### config.mk
export PLATFORM = sky130hd
export DESIGN_NAME = seven_seg_scan_driver
export DESIGN_NICKNAME = d
export VERILOG_FILES = /design/src/rtl/seven_seg_pkg.sv /design/src/rtl/seven_seg_scan_driver_rom.sv /design/src/rtl/seven_seg_scan_driver.sv
export SDC_FILE = /design/constraint.sdc
export NUM_CORES = 1
export LEC_CHECK = 0
export CAP_MARGIN = 20
export CORE_MARGIN = 2
export CORE_UTILIZATION = 44
export DETAILED_ROUTE_END_ITERATION = 6
export PLACE_DENSITY = 0.67
export SYNTH_ARGS = -nofsm -noshare
export SYNTH_HDL_FRONTEND = slang
export SYNTH_HIERARCHICAL = 1
export SYNTH_SLANG_ARGS = --single-unit
### constraint.sdc
create_clock -name clk -period 2.5 [get_ports clk]
set_input_delay 0.75 -clock clk [delete_from_list [all_inputs] [get_ports clk]]
set_output_delay 0.75 -clock clk [all_outputs]
set_load 0.01 [all_outputs]
### src/rtl/seven_seg_pkg.sv
`default_nettype none
// ============================================================================
//  Module      : seven_seg_pkg
//  Description : Shared constants for the seven-segment scan driver: digit
//                code width, named glyph codes and the active-high segment
//                pattern for every defined glyph.
//  Revision    : 1.0  initial release
// ============================================================================
package seven_seg_pkg;

    localparam int DIGIT_W = 5;

    localparam logic [DIGIT_W-1:0] GLYPH_C     = 5'd10;
    localparam logic [DIGIT_W-1:0] GLYPH_P     = 5'd11;
    localparam logic [DIGIT_W-1:0] GLYPH_R     = 5'd12;
    localparam logic [DIGIT_W-1:0] GLYPH_BLANK = 5'd31;

    // Active-high glyph patterns, one bit per segments_n line. The weights
    // follow the board's segment wiring: bit0..bit6 drive the bottom,
    // lower-left, upper-left, top, upper-right, lower-right and middle bars.
    localparam logic [6:0] SEG_PAT_0 = 7'h3F;
    localparam logic [6:0] SEG_PAT_1 = 7'h30;
    localparam logic [6:0] SEG_PAT_2 = 7'h5B;
    localparam logic [6:0] SEG_PAT_3 = 7'h79;
    localparam logic [6:0] SEG_PAT_4 = 7'h74;
    localparam logic [6:0] SEG_PAT_5 = 7'h6D;
    localparam logic [6:0] SEG_PAT_6 = 7'h6F;
    localparam logic [6:0] SEG_PAT_7 = 7'h38;
    localparam logic [6:0] SEG_PAT_8 = 7'h7F;
    localparam logic [6:0] SEG_PAT_9 = 7'h7D;
    localparam logic [6:0] SEG_PAT_C = 7'h0F;
    localparam logic [6:0] SEG_PAT_P = 7'h5E;
    localparam logic [6:0] SEG_PAT_R = 7'h42;

    localparam logic [6:0] SEG_OFF_N = 7'h7F;

endpackage : seven_seg_pkg
`default_nettype wire

### src/rtl/seven_seg_scan_driver_rom.sv
`default_nettype none
// ============================================================================
//  Module      : seg_glyph_rom
//  Description : Combinational glyph decoder. Maps a 5-bit glyph code to
//                active-low segment drive; undefined codes give all segments
//                off.
//  Ports       : i_code       - glyph code
//                o_segments_n - active-low segment lines
//  Revision    : 1.0  initial release
// ============================================================================
module seg_glyph_rom
    import seven_seg_pkg::*;
(
    input  logic [DIGIT_W-1:0] i_code,
    output logic [6:0]         o_segments_n
);

    logic [6:0] w_pat;

    always_comb begin
        w_pat = 7'h00;
        case (i_code)
            5'd0:    w_pat = SEG_PAT_0;
            5'd1:    w_pat = SEG_PAT_1;
            5'd2:    w_pat = SEG_PAT_2;
            5'd3:    w_pat = SEG_PAT_3;
            5'd4:    w_pat = SEG_PAT_4;
            5'd5:    w_pat = SEG_PAT_5;
            5'd6:    w_pat = SEG_PAT_6;
            5'd7:    w_pat = SEG_PAT_7;
            5'd8:    w_pat = SEG_PAT_8;
            5'd9:    w_pat = SEG_PAT_9;
            GLYPH_C: w_pat = SEG_PAT_C;
            GLYPH_P: w_pat = SEG_PAT_P;
            GLYPH_R: w_pat = SEG_PAT_R;
            default: w_pat = 7'h00;
        endcase
    end

    assign o_segments_n = ~w_pat;

endmodule : seg_glyph_rom
`default_nettype wire

### src/rtl/seven_seg_scan_driver.sv
`default_nettype none
// ============================================================================
//  Module      : seven_seg_scan_driver
//  Description : Time-multiplexed common-anode seven-segment driver with a
//                double-buffered digit register, one shared glyph decoder
//                and per-digit blinking.
//  Ports       : clk, reset     - clock, synchronous active-high reset
//                enable         - display on; low blanks and parks the scan
//                load           - strobe capturing digits_in (pending buffer)
//                digits_in      - packed 5-bit codes, digit 0 in the LSBs
//                blink_mask     - per-digit blink enable (sampled live)
//                segments_n     - active-low segment lines
//                anodes_n       - active-low digit selects
//                frame_done     - pulse on the first output cycle of digit 0
//  Revision    : 1.0  initial release
// ============================================================================
module seven_seg_scan_driver
    import seven_seg_pkg::*;
#(
    parameter int NUM_DIGITS   = 4,
    parameter int SCAN_DIV     = 50000,
    parameter int BLINK_FRAMES = 64
) (
    input  logic                          clk,
    input  logic                          reset,
    input  logic                          enable,
    input  logic                          load,
    input  logic [DIGIT_W*NUM_DIGITS-1:0] digits_in,
    input  logic [NUM_DIGITS-1:0]         blink_mask,
    output logic [6:0]                    segments_n,
    output logic [NUM_DIGITS-1:0]         anodes_n,
    output logic                          frame_done
);

    localparam int c_presc_w = $clog2(SCAN_DIV);
    localparam int c_idx_w   = (NUM_DIGITS > 1) ? $clog2(NUM_DIGITS) : 1;
    localparam int c_frm_w   = (BLINK_FRAMES > 1) ? $clog2(BLINK_FRAMES) : 1;
    localparam int c_buf_w   = DIGIT_W * NUM_DIGITS;

    localparam logic [c_presc_w-1:0] c_presc_last = c_presc_w'(SCAN_DIV - 1);
    localparam logic [c_idx_w-1:0]   c_idx_last   = c_idx_w'(NUM_DIGITS - 1);
    localparam logic [c_frm_w-1:0]   c_frm_last   = c_frm_w'(BLINK_FRAMES - 1);
    localparam logic [c_buf_w-1:0]   c_buf_blank  = {NUM_DIGITS{GLYPH_BLANK}};

    logic [c_presc_w-1:0]  r_presc;
    logic [c_idx_w-1:0]    r_idx;
    logic [c_frm_w-1:0]    r_frm;
    logic                  r_phase;
    logic                  r_wrapped;
    logic [c_buf_w-1:0]    r_disp;
    logic [c_buf_w-1:0]    r_pend;
    logic                  r_pend_valid;
    logic [6:0]            r_seg_n;
    logic [NUM_DIGITS-1:0] r_an_n;
    logic                  r_frame_done;

    logic                  w_tick;
    logic                  w_wrap;
    logic [DIGIT_W-1:0]    w_code;
    logic                  w_blink_sel;
    logic [NUM_DIGITS-1:0] w_an_sel_n;
    logic [6:0]            w_seg_n;

    assign w_tick = enable && (r_presc == c_presc_last);
    assign w_wrap = w_tick && (r_idx == c_idx_last);

    // Scan timing: prescaler, digit index and blink frame counter. All of
    // them are parked at zero while the display is disabled so that the
    // scan restarts at digit 0 when enable rises again.
    always_ff @(posedge clk) begin
        if (reset) begin
            r_presc   <= '0;
            r_idx     <= '0;
            r_frm     <= '0;
            r_phase   <= 1'b0;
            r_wrapped <= 1'b0;
        end else if (!enable) begin
            r_presc   <= '0;
            r_idx     <= '0;
            r_frm     <= '0;
            r_wrapped <= 1'b0;
        end else begin
            r_wrapped <= w_wrap;
            r_presc   <= w_tick ? '0 : r_presc + c_presc_w'(1);
            if (w_tick) begin
                r_idx <= (r_idx == c_idx_last) ? '0 : r_idx + c_idx_w'(1);
            end
            if (w_wrap) begin
                if (r_frm == c_frm_last) begin
                    r_frm   <= '0;
                    r_phase <= ~r_phase;
                end else begin
                    r_frm <= r_frm + c_frm_w'(1);
                end
            end
        end
    end

    // Double buffer: the display register only changes on a frame wrap so a
    // frame never shows a mix of old and new digits. A load landing exactly
    // on the wrap bypasses the pending stage.
    always_ff @(posedge clk) begin
        if (reset) begin
            r_disp       <= c_buf_blank;
            r_pend       <= c_buf_blank;
            r_pend_valid <= 1'b0;
        end else if (load && w_wrap) begin
            r_disp       <= digits_in;
            r_pend       <= digits_in;
            r_pend_valid <= 1'b0;
        end else begin
            if (w_wrap && r_pend_valid) begin
                r_disp       <= r_pend;
                r_pend_valid <= 1'b0;
            end
            if (load) begin
                r_pend       <= digits_in;
                r_pend_valid <= 1'b1;
            end
        end
    end

    // Select the current digit's code, blink bit and anode line.
    always_comb begin
        w_code      = GLYPH_BLANK;
        w_blink_sel = 1'b0;
        w_an_sel_n  = '1;
        for (int i = 0; i < NUM_DIGITS; i++) begin
            if (r_idx == c_idx_w'(i)) begin
                w_code        = r_disp[i*DIGIT_W +: DIGIT_W];
                w_blink_sel   = blink_mask[i];
                w_an_sel_n[i] = 1'b0;
            end
        end
    end

    seg_glyph_rom u_rom (
        .i_code       (w_code),
        .o_segments_n (w_seg_n)
    );

    // Registered pin drivers. r_wrapped delays the wrap by one cycle so that
    // frame_done lines up with the first registered output of digit 0.
    always_ff @(posedge clk) begin
        if (reset || !enable) begin
            r_seg_n      <= SEG_OFF_N;
            r_an_n       <= '1;
            r_frame_done <= 1'b0;
        end else begin
            r_seg_n      <= w_seg_n;
            r_an_n       <= (r_phase && w_blink_sel) ? '1 : w_an_sel_n;
            r_frame_done <= r_wrapped;
        end
    end

    assign segments_n = r_seg_n;
    assign anodes_n   = r_an_n;
    assign frame_done = r_frame_done;

endmodule : seven_seg_scan_driver
`default_nettype wire

# Word level (Yosys, flattened, before mapping)

Memory sizes are Yosys's and may differ from the RTL's.
Index checks and enable logic that the tools add are counted.

Add/subtract/negate cells: 3
Equal/unequal tests: 5
Mux-type cells: 21
Bitwise logic cells: 3
Reductions and logical operators: 16

Operators with widths:

| kind                  | number |
|---|---|
| $mux 20               | 4 |
| $mux 5                | 4 |
| $add 16x1->16 const B | 1 |
| $eq 16x16->1 const B  | 1 |
| $mux 1                | 10 |
| $mux 7                | 1 |
| $not 7->7             | 1 |
| $add 6x1->6 const B   | 1 |
| $eq 6x6->1 const B    | 1 |
| $mux 6                | 1 |
| $reduce_bool 2->1     | 3 |
| $reduce_or 2->1       | 3 |
| $logic_and 1x1->1     | 5 |
| $eq 2x2->1 const B    | 2 |
| $reduce_and 3->1      | 1 |
| $reduce_or 3->1       | 1 |
| $add 2x1->2 const B   | 1 |
| $eq 2x1->1 const B    | 1 |
| $logic_not 2->1       | 1 |
| $mux 2                | 1 |
| $not 1->1             | 2 |
| $logic_not 1->1       | 1 |
| $logic_or 1x1->1      | 1 |

Bits in registers: 79
Memory bits (read-only): 112
Input bits: 28
Output and inout bits: 12
Logic and storage cells: 60
Memories kept: 1

Memories:

| memory           | depth | bits a word | rd ports | clocked after memory_dff | wr ports | line                            | text |
|---|---|---|---|---|---|---|---|
| (name not given) | 16    | 7           | 1        | 0                        | 0        | seven_seg_scan_driver_rom.sv:22 | `case (i_code)` |

# Logic depth before layout (Yosys ltp)

An unclocked memory read counts as a cell.

Depth in word-level cells: 8
Mapped depth: 13
Mapped depth without buffers: 12

# Cells and area by module

Netlist, hierarchy kept.

Modules (own cells, without submodules):

| module                | instances | cells each | area an instance (um2) | seq. area each (um2) |
|---|---|---|---|---|
| seven_seg_scan_driver | 1         | 377        | 3,339.5                | 1,581.5 |
| seg_glyph_rom         | 1         | 36         | 277.8                  | 0.0 |

# Worst setup path after synthesis

OpenSTA, ideal clock, no wires.

Path kind: reg-to-reg
Start point: register r_idx[1]
End point: register r_seg_n[0] (netlist: segments_n[0])
Setup time: 124 ps
Data arrival time: 2,420 ps
Data required time: 2,376 ps
Slack: -43 ps
Cell stages (with the launch flop): 14
Buffers on the path: 1
Period minus slack after synthesis: 2,543 ps
Cells stage by stage: dfxtp_1 -> inv_1 -> ha_1 -> clkbuf_1 -> nor2b_1 -> nor3_1 -> a211oi_1 -> a21oi_1 -> inv_1 -> ha_1 -> nor2b_1 -> a211o_1 -> a21o_1 -> nand2b_1

Longest elaborated chain between the ends: 8
Elaborated cells between the ends (all ways): 11
Classes of those cells: eq/ne (3); mux (5); bitwise (1); reduce/logical (1); memory (1)

RTL lines:

| element                | line                            | text |
|---|---|---|
| from (decl)            | seven_seg_scan_driver.sv:46     | `logic [c_idx_w-1:0] r_idx;` |
| from (signal assigned) | seven_seg_scan_driver.sv:86     | `r_idx <= (r_idx == c_idx_last) ? '0 : r_idx + c_idx_w'(1);` |
| $logic_not 2->1        | seven_seg_scan_driver.sv:129    | `if (r_idx == c_idx_w'(i)) begin` |
| $mux 5 (3 in a row)    | seven_seg_scan_driver.sv:129    |  |
| $mux 5 *               | seven_seg_scan_driver.sv:129    |  |
| net w_code[1]          | seven_seg_scan_driver.sv:59     | `logic [DIGIT_W-1:0] w_code;` |
| $mem_v2 16x7 *         | --                              |  |
| $mux 7 *               | seven_seg_scan_driver_rom.sv:22 |  |
| $not 7->7 *            | seven_seg_scan_driver_rom.sv:40 | `assign o_segments_n = ~w_pat;` |
| net w_seg_n[0]         | seven_seg_scan_driver.sv:62     | `logic [6:0] w_seg_n;` |
| to (signal assigned)   | seven_seg_scan_driver.sv:150    | `r_seg_n <= w_seg_n;` |
| to (decl)              | seven_seg_scan_driver.sv:53     | `logic [6:0] r_seg_n;` |

Mark *: on every way through the listed nets, which the timed path passes. The rest lies on a longest branch.
A chain may end at the register's enable or synchronous reset.

# Worst setup path in the final report

Start point: register r_idx[0]
End point: register r_seg_n[0] (netlist: segments_n[0])

The elaborated chain is that of the path after synthesis.

==> flow_summary.toml <==
[run_status]
run_status = "completed"

[worst_setup_path]
worst_ep_arrival_time_ps = 2580
r2r_cells = 11
regToRegEndpoint = "segments_n[0]"
r2r_slack_ps = 160
crit_required_ps = 2740
crit_path_end_kind = "flop"
critical_path.endpoint = "segments_n[0]"
critPathLaunchType = "flop"
regToRegStartpoint = "r_idx[0]"
timing_worst_setup_path_type = "reg2reg"
timing.critical_path.from = "r_idx[0]"
critical_path.max_fanout = 6

[clock_network]
ctsHoldBuffers = 0
clk_sink_count = 79
root_buffer = "clkbuf_8"
cts_max_level = 3
cts.clk_slew.worst_paths_ps = 80
worst_skew_pair_latency_ps = 340
cts_buffers = 9
cts_setup_buffers = 0
tritoncts_clock_tree = "built"
clock_tree.buffer_depth = 2

[final_layout]
synthToLayoutAreaGrowth_pct = 23.2
fin_util_pct = 55.1
final_net_count = 498
final_area_sq_um = 4460
fin_cells = 568
final_layout_size_suffix_gt1_share_pct = 12.3
num-fill-cells = 750
final_antenna_diode_count = 0

[floorplan]
initial_utilization_pct = 44.7
core_area_sq_um = 8090
die_y_um = 94.7
width_of_the_die_um = 94.7
io-pin-count = 40
floorplan.rows = 33
die_area_sq_um = 8960

[pwr]
total_power_consumption_of_the_routed_design_mw = 2.34
ir_worst_vdd_mv = 0.259
static-leakage-power_nw = 1.60
cellPowerDensity_nw_per_um2 = 526

[drt]
drt-wirelength-per-cell_um = 13.3
remaining_drc_errors = 0
postRouteWirelength_um = 7560
final_antenna_net_count = 0
detail_route.vias_per_cell = 5.20
drt_pass1_iterations = 4
drt_first_iter_violations = 121
detailed_route_via_count = 2955

[synth]
seq_area_frac_synth_pct = 43.7
ys_async_sr_fraction_pct = 0
synth_seq_cells = 79
synth_mux_area_share_pct = 0.865
synth-edff-count = 0
yosys_most_used_dff = "dfxtp_1"
synth_top_family_by_area = "simple AND/OR/NAND/NOR gates"
synthSimpleGateAreaFrac_pct = 27.5
synth_fa_ha_area_share_pct = 4.15
syn-num-nets = 453
mappedNetlistArea_sq_um = 3620
synthesis.area_per_instance_sq_um = 8.76
post_synth_cell_types = 47
synth-xor-area-share_pct = 2.66
yosys_warnings = 6
synthesis.instances = 413
fraction_of_the_mapped_netlist_area_in_compound_gates_pct = 15.5

[global_routing]
grt_pass1_vias = 2814
grt_overall_usage_pct = 18.0
grt_pass1_wl_um = 12800
largest_net_degree_at_the_start_of_global_routing = 46
global_route.overflow_total = 0
number_of_antenna_violations_at_the_first_check_in_global_routing = 0

[sta]
report.final.hold_viol_count = 0
finalSetupViolations = 0
final_period_minus_worst_setup_slack_ps = 2340
fin_tns_setup_ps = 0
timing.max_slew.rel_slack_pct = 67.5
rsz0062_at_grt = "yes"
timing.clock.skew_ps = 6.04
final-max-slew-violation-count = 0
layout_setup_ws_ps = 155
worst-slew-pin-transition_ps = 487
layout_worst_path_cycle_share_pct = 93.8
hold_slack_ps = 451
max_freq_ghz = 0.427

[worst_hold_path]
whs_path_depth = 1
min-delay-path-class = "reg2reg"

[placed_design]
post_place_instance_area_sq_um = 4210
numPortBuffers = 39
dp_slack_ps = -127
place.gp.congestion = 0.884
placed_cells_incl_taps = 552
dpl_wire_length_um = 5380

[job]
drv.max_cap_violation_count = 0
==> worst max-delay path: stages, from the launching register on <==
cell and delay [ps]:
dfxtp_4 370, inv_1 130, ha_4 190, nor3b_2 190
nor3_1 80, a211oi_2 270, a21oi_2 90, ha_1 210
nor2b_1 140, a211o_1 280, a21o_1 150, nand2b_1 120
==> final cells by class <==
| class | instances | area [sq um] | share of cell area, % |
|---|---|---|---|
| clock buffer | 10 | 128 | 2.86 |
| clock inverter | 6 | 61.3 | 1.38 |
| inverter | 19 | 71.3 | 1.60 |
| multi-input combinational | 287 | 1890 | 42.5 |
| sequential | 79 | 1590 | 35.6 |
| tap | 105 | 131 | 2.95 |
| timing repair buffer | 62 | 588 | 13.2 |
==> state kept, by name, summed over array words and instances (netlist names) <==
register      flops
r_frm             6
r_phase           1
r_presc          16
r_idx             2
r_pend_valid      1
r_wrapped         1
r_disp           20
r_pend           20
frame_done        1
segments_n        7
anodes_n          4
==> synthesized netlist by cell type, drive strengths merged, types with 6 or more instances <==
cell,number,share of area (%)
clkbuf,19,2.0
nand2b,13,2.5
a211o,21,5.1
nor3,10,1.4
nor2,45,4.7
nor2b,30,5.2
a21oi,35,4.8
o21ai,9,1.2
dfxtp,79,44
nor4,24,4.2
nand2,7,0.73
nor3b,6,1.2
xnor2,10,2.4
or4,6,1.2
nand3,11,1.7
buf,9,1.7
ha,12,4.2
inv,19,2.0
==> placed cells by master, fill, tap and decap left out, drive strengths merged, types with 2 or more instances in the layout <==
cell type	synthesis	routed
mux2i	2	2
nand2b	13	13
a211oi	5	5
nand4	5	5
inv	19	19
dfxtp	79	79
nor3b	6	6
ha	12	12
a211o	21	21
o31ai	3	3
nor2	45	45
buf	9	23
nor4	24	24
a21oi	35	35
xnor2	10	10
and2	2	2
clkinv	0	4
nand3	11	11
o22ai	5	5
o21ai	9	9
clkbuf	19	10
clkdlybuf4s50	0	39
o21bai	3	3
or4	6	6
nand3b	4	4
or3	5	5
nand2	7	7
nor3	10	10
nor2b	30	30
==> logic make-up (layout without fill, tap and decap cells) <==
group	count (synthesis)	after routing
XOR/XNOR	11	11
flip-flops	79	79
multiplexers	3	3
buffers and inverters	47	97
adder cells (fa/ha/maj)	12	12
AND/OR/NAND/NOR	175	175
AO/OA/AOI/OAI	86	86
==> worst min path at each step <==
stage                            end  slack, ps      start
after floorplan           frame_done        410  r_wrapped
after global placement    frame_done        410  r_wrapped
after detailed placement  frame_done        440  r_wrapped
after CTS                 frame_done        460  r_wrapped
after global routing      frame_done        460  r_wrapped
final                     frame_done        450  r_wrapped
==> where the power goes <==
group	total, mW	internal, mW	switching, mW
combinational	0.144	0.0798	0.0645
sequential	1.29	1.28	0.00568
clock	0.912	0.458	0.454
==> what timing repair did <==
item,in CTS,in global routing
endpoints found under the setup margin,1,7
pin swaps,0,1
resized for setup,2,11
==> routing by layer <==
layer,wire [um],global-route usage [%],vias up
li1,-,-,1556
met1,3550,22.1,1350
met2,3700,31.3,44
met3,223,3.35,5
met4,92,6.52,0
met5,0,0,-
(Power assumes the default switching activity.)
==> edit 1: new RTL, same flow settings <==
`NUM_DIGITS`: 4 -> 2.
--- a/src/rtl/seven_seg_scan_driver.sv
+++ b/src/rtl/seven_seg_scan_driver.sv
@@ -19,3 +19,3 @@
 #(
-    parameter int NUM_DIGITS   = 4,
+    parameter int NUM_DIGITS   = 2,
     parameter int SCAN_DIV     = 50000,
Interface: changed (resized anodes_n, blink_mask and digits_in); port bits go from 40 to 26. The function was not compared with the original's and may differ.
==> edit 1 against the unedited design <==
- wire length shrank 36%
- first-iteration DRC count decreased by 57%
- area after synthesis fell by 29%
- largest power group unchanged
- power decreased by 37%
- largest cell class unchanged
- final area shrank 33%
- sequential cell count shrank 23
- worst setup slack gained 0.12 ns
- synthesized cell count down 33%
- critical path type is now input port to register
- critical endpoint is now r_disp[6]
==> edit 1: results (changes against the unedited design) <==
* Number of port buffers at 25 (-36%)
* GPL Wtd Cong at 0.806 (-8.8%)
* GRT met1 Usage at 22.5% (+0.46 points)
* Share of the synthesized area in the top cell type at 43.8% (+0.071 points)
* Placement Setup Slack at -0.0635 ns (+0.0639 ns)
* Placed Area at 2910 µm² (-31%)
* Grt met2 use at 23.5% (-7.8 points)
* Top cells by area, synth: dfxtp_1 (44%), nor2_1 (4.8%), a21oi_1 (3.9%)
* Metal3 WL at 166 µm (-26%)
* Largest net degree at the start of global routing at 23 (-50%)
* Final Skew at 0.00630 ns (+0.000258 ns)
* WL met2 at 2000 µm (-46%)
* Vias in the first global route at 1828 (-35%)
* Inst Count DP at 368 (-33%)
* Synth Instances at 277 (-33%)
* Netlist cell types at 42 (-11%)
* First-pass GRT wire length at 8190 µm (-36%)
* Power in the clock group at 0.472 mW (-48%)
* Largest regs: r_presc (16), r_disp (10), r_pend (10)
* Via count at 1982 (-33%)
* Total GRT Usage at 16.5% (-1.4 points)
* Post-synthesis sequential area ratio at 43.8% (+0.071 points)
* Cts repair resizes at 0 (-2)
* Share of cells above drive strength 1 at 8.91% (-3.4 points)
* NumNets Final at 327 (-34%)
* Outcome: completed
* TritonCTS Buffers at 5 (-4)
* Routed WL at 4810 µm (-36%)
* Met1 wire length at 2570 µm (-28%)
* Crit path DAT at 2.47 ns (-0.11 ns)
* Initial DRC Count at 52 (-57%)
* Worst slew pin tran at 0.593 ns (+0.106 ns)
* GRT met3 Usage at 5.51% (+2.2 points)
* Power Total at 1.47 mW (-37%)
* Skew-Pair Late Insertion Delay at 0.31 ns (-0.03 ns)
* CP delay by family, top: simple AND/OR/NAND/NOR gates
* Post-CTS Setup Repair Bufs at 0 (unchanged)
* HPWL after DPL at 3430 µm (-36%)
* Crit-path max cell delay at 0.59 ns (+0.22 ns)
* Non-filler instance count after layout at 375 (-34%)
* Synth top cells by count: dfxtp_1 (56), nor2_1 (33), a21oi_1 (20)
* VDD IR max at 0.288 mV (+11%)
* Sw Share at 22.0% (-0.32 points)
* CTS H-Tree Depth at 2 (-1)
* Max FO, Critical Path at 11 (+5)
* Combinational power at 0.0864 mW (-40%)
* Leakage power at 1.09 nW (-32%)
* Highest-delay cell along the critical path: or3_1
## edit 1: path summary, 6_finish.rpt
| kind | from | to | slack [ns] | cells past startpoint |
|---|---|---|---|---|
| setup / recovery | enable | r_disp[6] | 0.27 | 5 |
| hold / removal | r_wrapped | frame_done | 0.44 | 1 |
| setup reg to reg | r_presc[0] | r_disp[6] | 0.39 | 5 |
| hold reg to reg | r_wrapped | frame_done | 0.44 | 1 |
## edit 1: layout make-up
cell class	instances	area, µm²
inverter	6	22.5
multi-input combinational	197	1330
timing repair buffer	37	353
clock buffer	6	72.6
fill	511	2580
sequential	56	1120
tap	72	90.1
clock inverter	1	5.00
## edit 1: cell families (layout without fill, tap and decap cells)
kind of cell / count (synthesis) / after routing / synth area share (%)
xor+xnor: 15 / 15 / 5.13
compound gates: 49 / 49 / 12.6
buf+inv: 24 / 50 / 4.45
flops: 56 / 56 / 43.8
simple gates: 118 / 118 / 27.2
mux: 7 / 7 / 2.98
fa+ha+maj: 8 / 8 / 3.91
==> edit 2: new RTL, same settings <==
Without the edit above. Make the reset (`reset`) asynchronous in 2 clocked blocks. Comments in the files are not updated.
--- a/src/rtl/seven_seg_scan_driver.sv
+++ b/src/rtl/seven_seg_scan_driver.sv
@@ -69,3 +69,3 @@
     // scan restarts at digit 0 when enable rises again.
-    always_ff @(posedge clk) begin
+    always_ff @(posedge clk or posedge reset) begin
         if (reset) begin
@@ -101,3 +101,3 @@
     // on the wrap bypasses the pending stage.
-    always_ff @(posedge clk) begin
+    always_ff @(posedge clk or posedge reset) begin
         if (reset) begin
Formal check against the unedited RTL: no difference found for any inputs over 10 cycles, from zero or initial values and one cycle with reset high; that may be too few to reach the edited logic, so the function may still have changed.
==> edit 2 against the unedited design <==
- final area up 7.8%
- area after synthesis up 10%
- sequential cell count unchanged
- power up 7.1%
- highest routed layer unchanged
- worst setup slack worse by 0.047 ns
- clock power up 5.2%
- count of clock-buffer cells in the layout up 1
- wire length up 5.5%
==> edit 2: results (changes against the unedited design) <==
* Outcome: completed
* GRT met3 Usage at 3.72% (+0.37 points)
* Synth top cells by count: dfstp_2 (40), o21ai_0 (34), nand2_1 (29), nand3_1 (29), dfrtp_1 (27)
* Max FO, Critical Path at 5 (-1)
* Share of cells above drive strength 1 at 26.8% (+14 points)
* Crit-path max cell delay at 0.44 ns (+0.07 ns)
* Final hold slack at 0.471 ns (+0.0196 ns)
* Routed length per placed instance at 14.5 µm (+9.2%)
* Min-delay src: r_wrapped
* Compound-Gate Fraction of Synth Area at 13.5% (-2.0 points)
* Placed Area at 4540 µm² (+7.9%)
* Asr flop ratio synth at 84.8% (+85 points)
* Total GRT Usage at 17.6% (-0.43 points)
* Cts repair resizes at 0 (-2)
* Top cells by area, synth: dfstp_2 (26%), dfrtp_1 (17%), dfxtp_1 (6.0%)
* Largest net degree at the start of global routing at 24 (-48%)
* NumNets Final at 476 (-4.4%)
* Syn Nets at 426 (-6.0%)
* Post-synthesis mux area share at 5.57% (+4.7 points)
* Grt met2 use at 25.7% (-5.6 points)
* Highest-delay cell along the critical path: dfrtp_2
* Main flop type after synthesis: dfstp_2
* Vias per cell at 5.36 (+3.1%)
* Initial DRC Count at 111 (-8.3%)
* Syn avg cell area at 10.4 µm² (+18%)
* Post-synthesis sequential area ratio at 49.2% (+5.5 points)
* Leakage power at 2.01 nW (+26%)
* WL met2 at 3480 µm (-5.8%)
* Final period util at 95.6% (+1.9 points)
* VDD IR max at 0.311 mV (+20%)
* Skew-Pair Late Insertion Delay at 0.36 ns (+0.02 ns)
* GRT met1 Usage at 25.7% (+3.6 points)
* First-pass GRT wire length at 13800 µm (+8.4%)
* Netlist cell types at 46 (-2.1%)
* HPWL after DPL at 5700 µm (+6.0%)
* Crit path DAT at 2.64 ns (+0.06 ns)
* Rel. slew slack at 65.5% (-2.0 points)
* Synth Area in Adders at 3.76% (-0.39 points)
* Metal3 WL at 400 µm (+79%)
edit 2: cell count changes after synthesis, sizes merged, moves of 17 or more:
cell	unedited run	this run
o21ai	9	34
nor2	45	25
a21oi	35	10
nand2	7	30
a211o	21	1
dfxtp	79	12
nor4	24	2
nor2b	30	7
dfstp	0	40
dfrtp	0	27
mux2	1	18
nand3	11	29
edit 2: power by group:
part / leakage, nW / internal [mW] / switching [mW]
clock network: 0.0997 / 0.489 / 0.470
registers: 0.883 / 1.34 / 0.0160
logic: 1.03 / 0.0985 / 0.0961
total: 2.01 / 1.93 / 0.582
edit 2: cell type report:
cell class | count | area (µm²) | area share [%]
inverters | 20 | 75.1 | 1.56
flip-flops and latches | 79 | 1970 | 40.9
clock inverters | 5 | 56.3 | 1.17
clock buffers | 11 | 141 | 2.94
repair buffers | 61 | 581 | 12.1
multi-input cells | 265 | 1850 | 38.5
well taps | 108 | 135 | 2.81
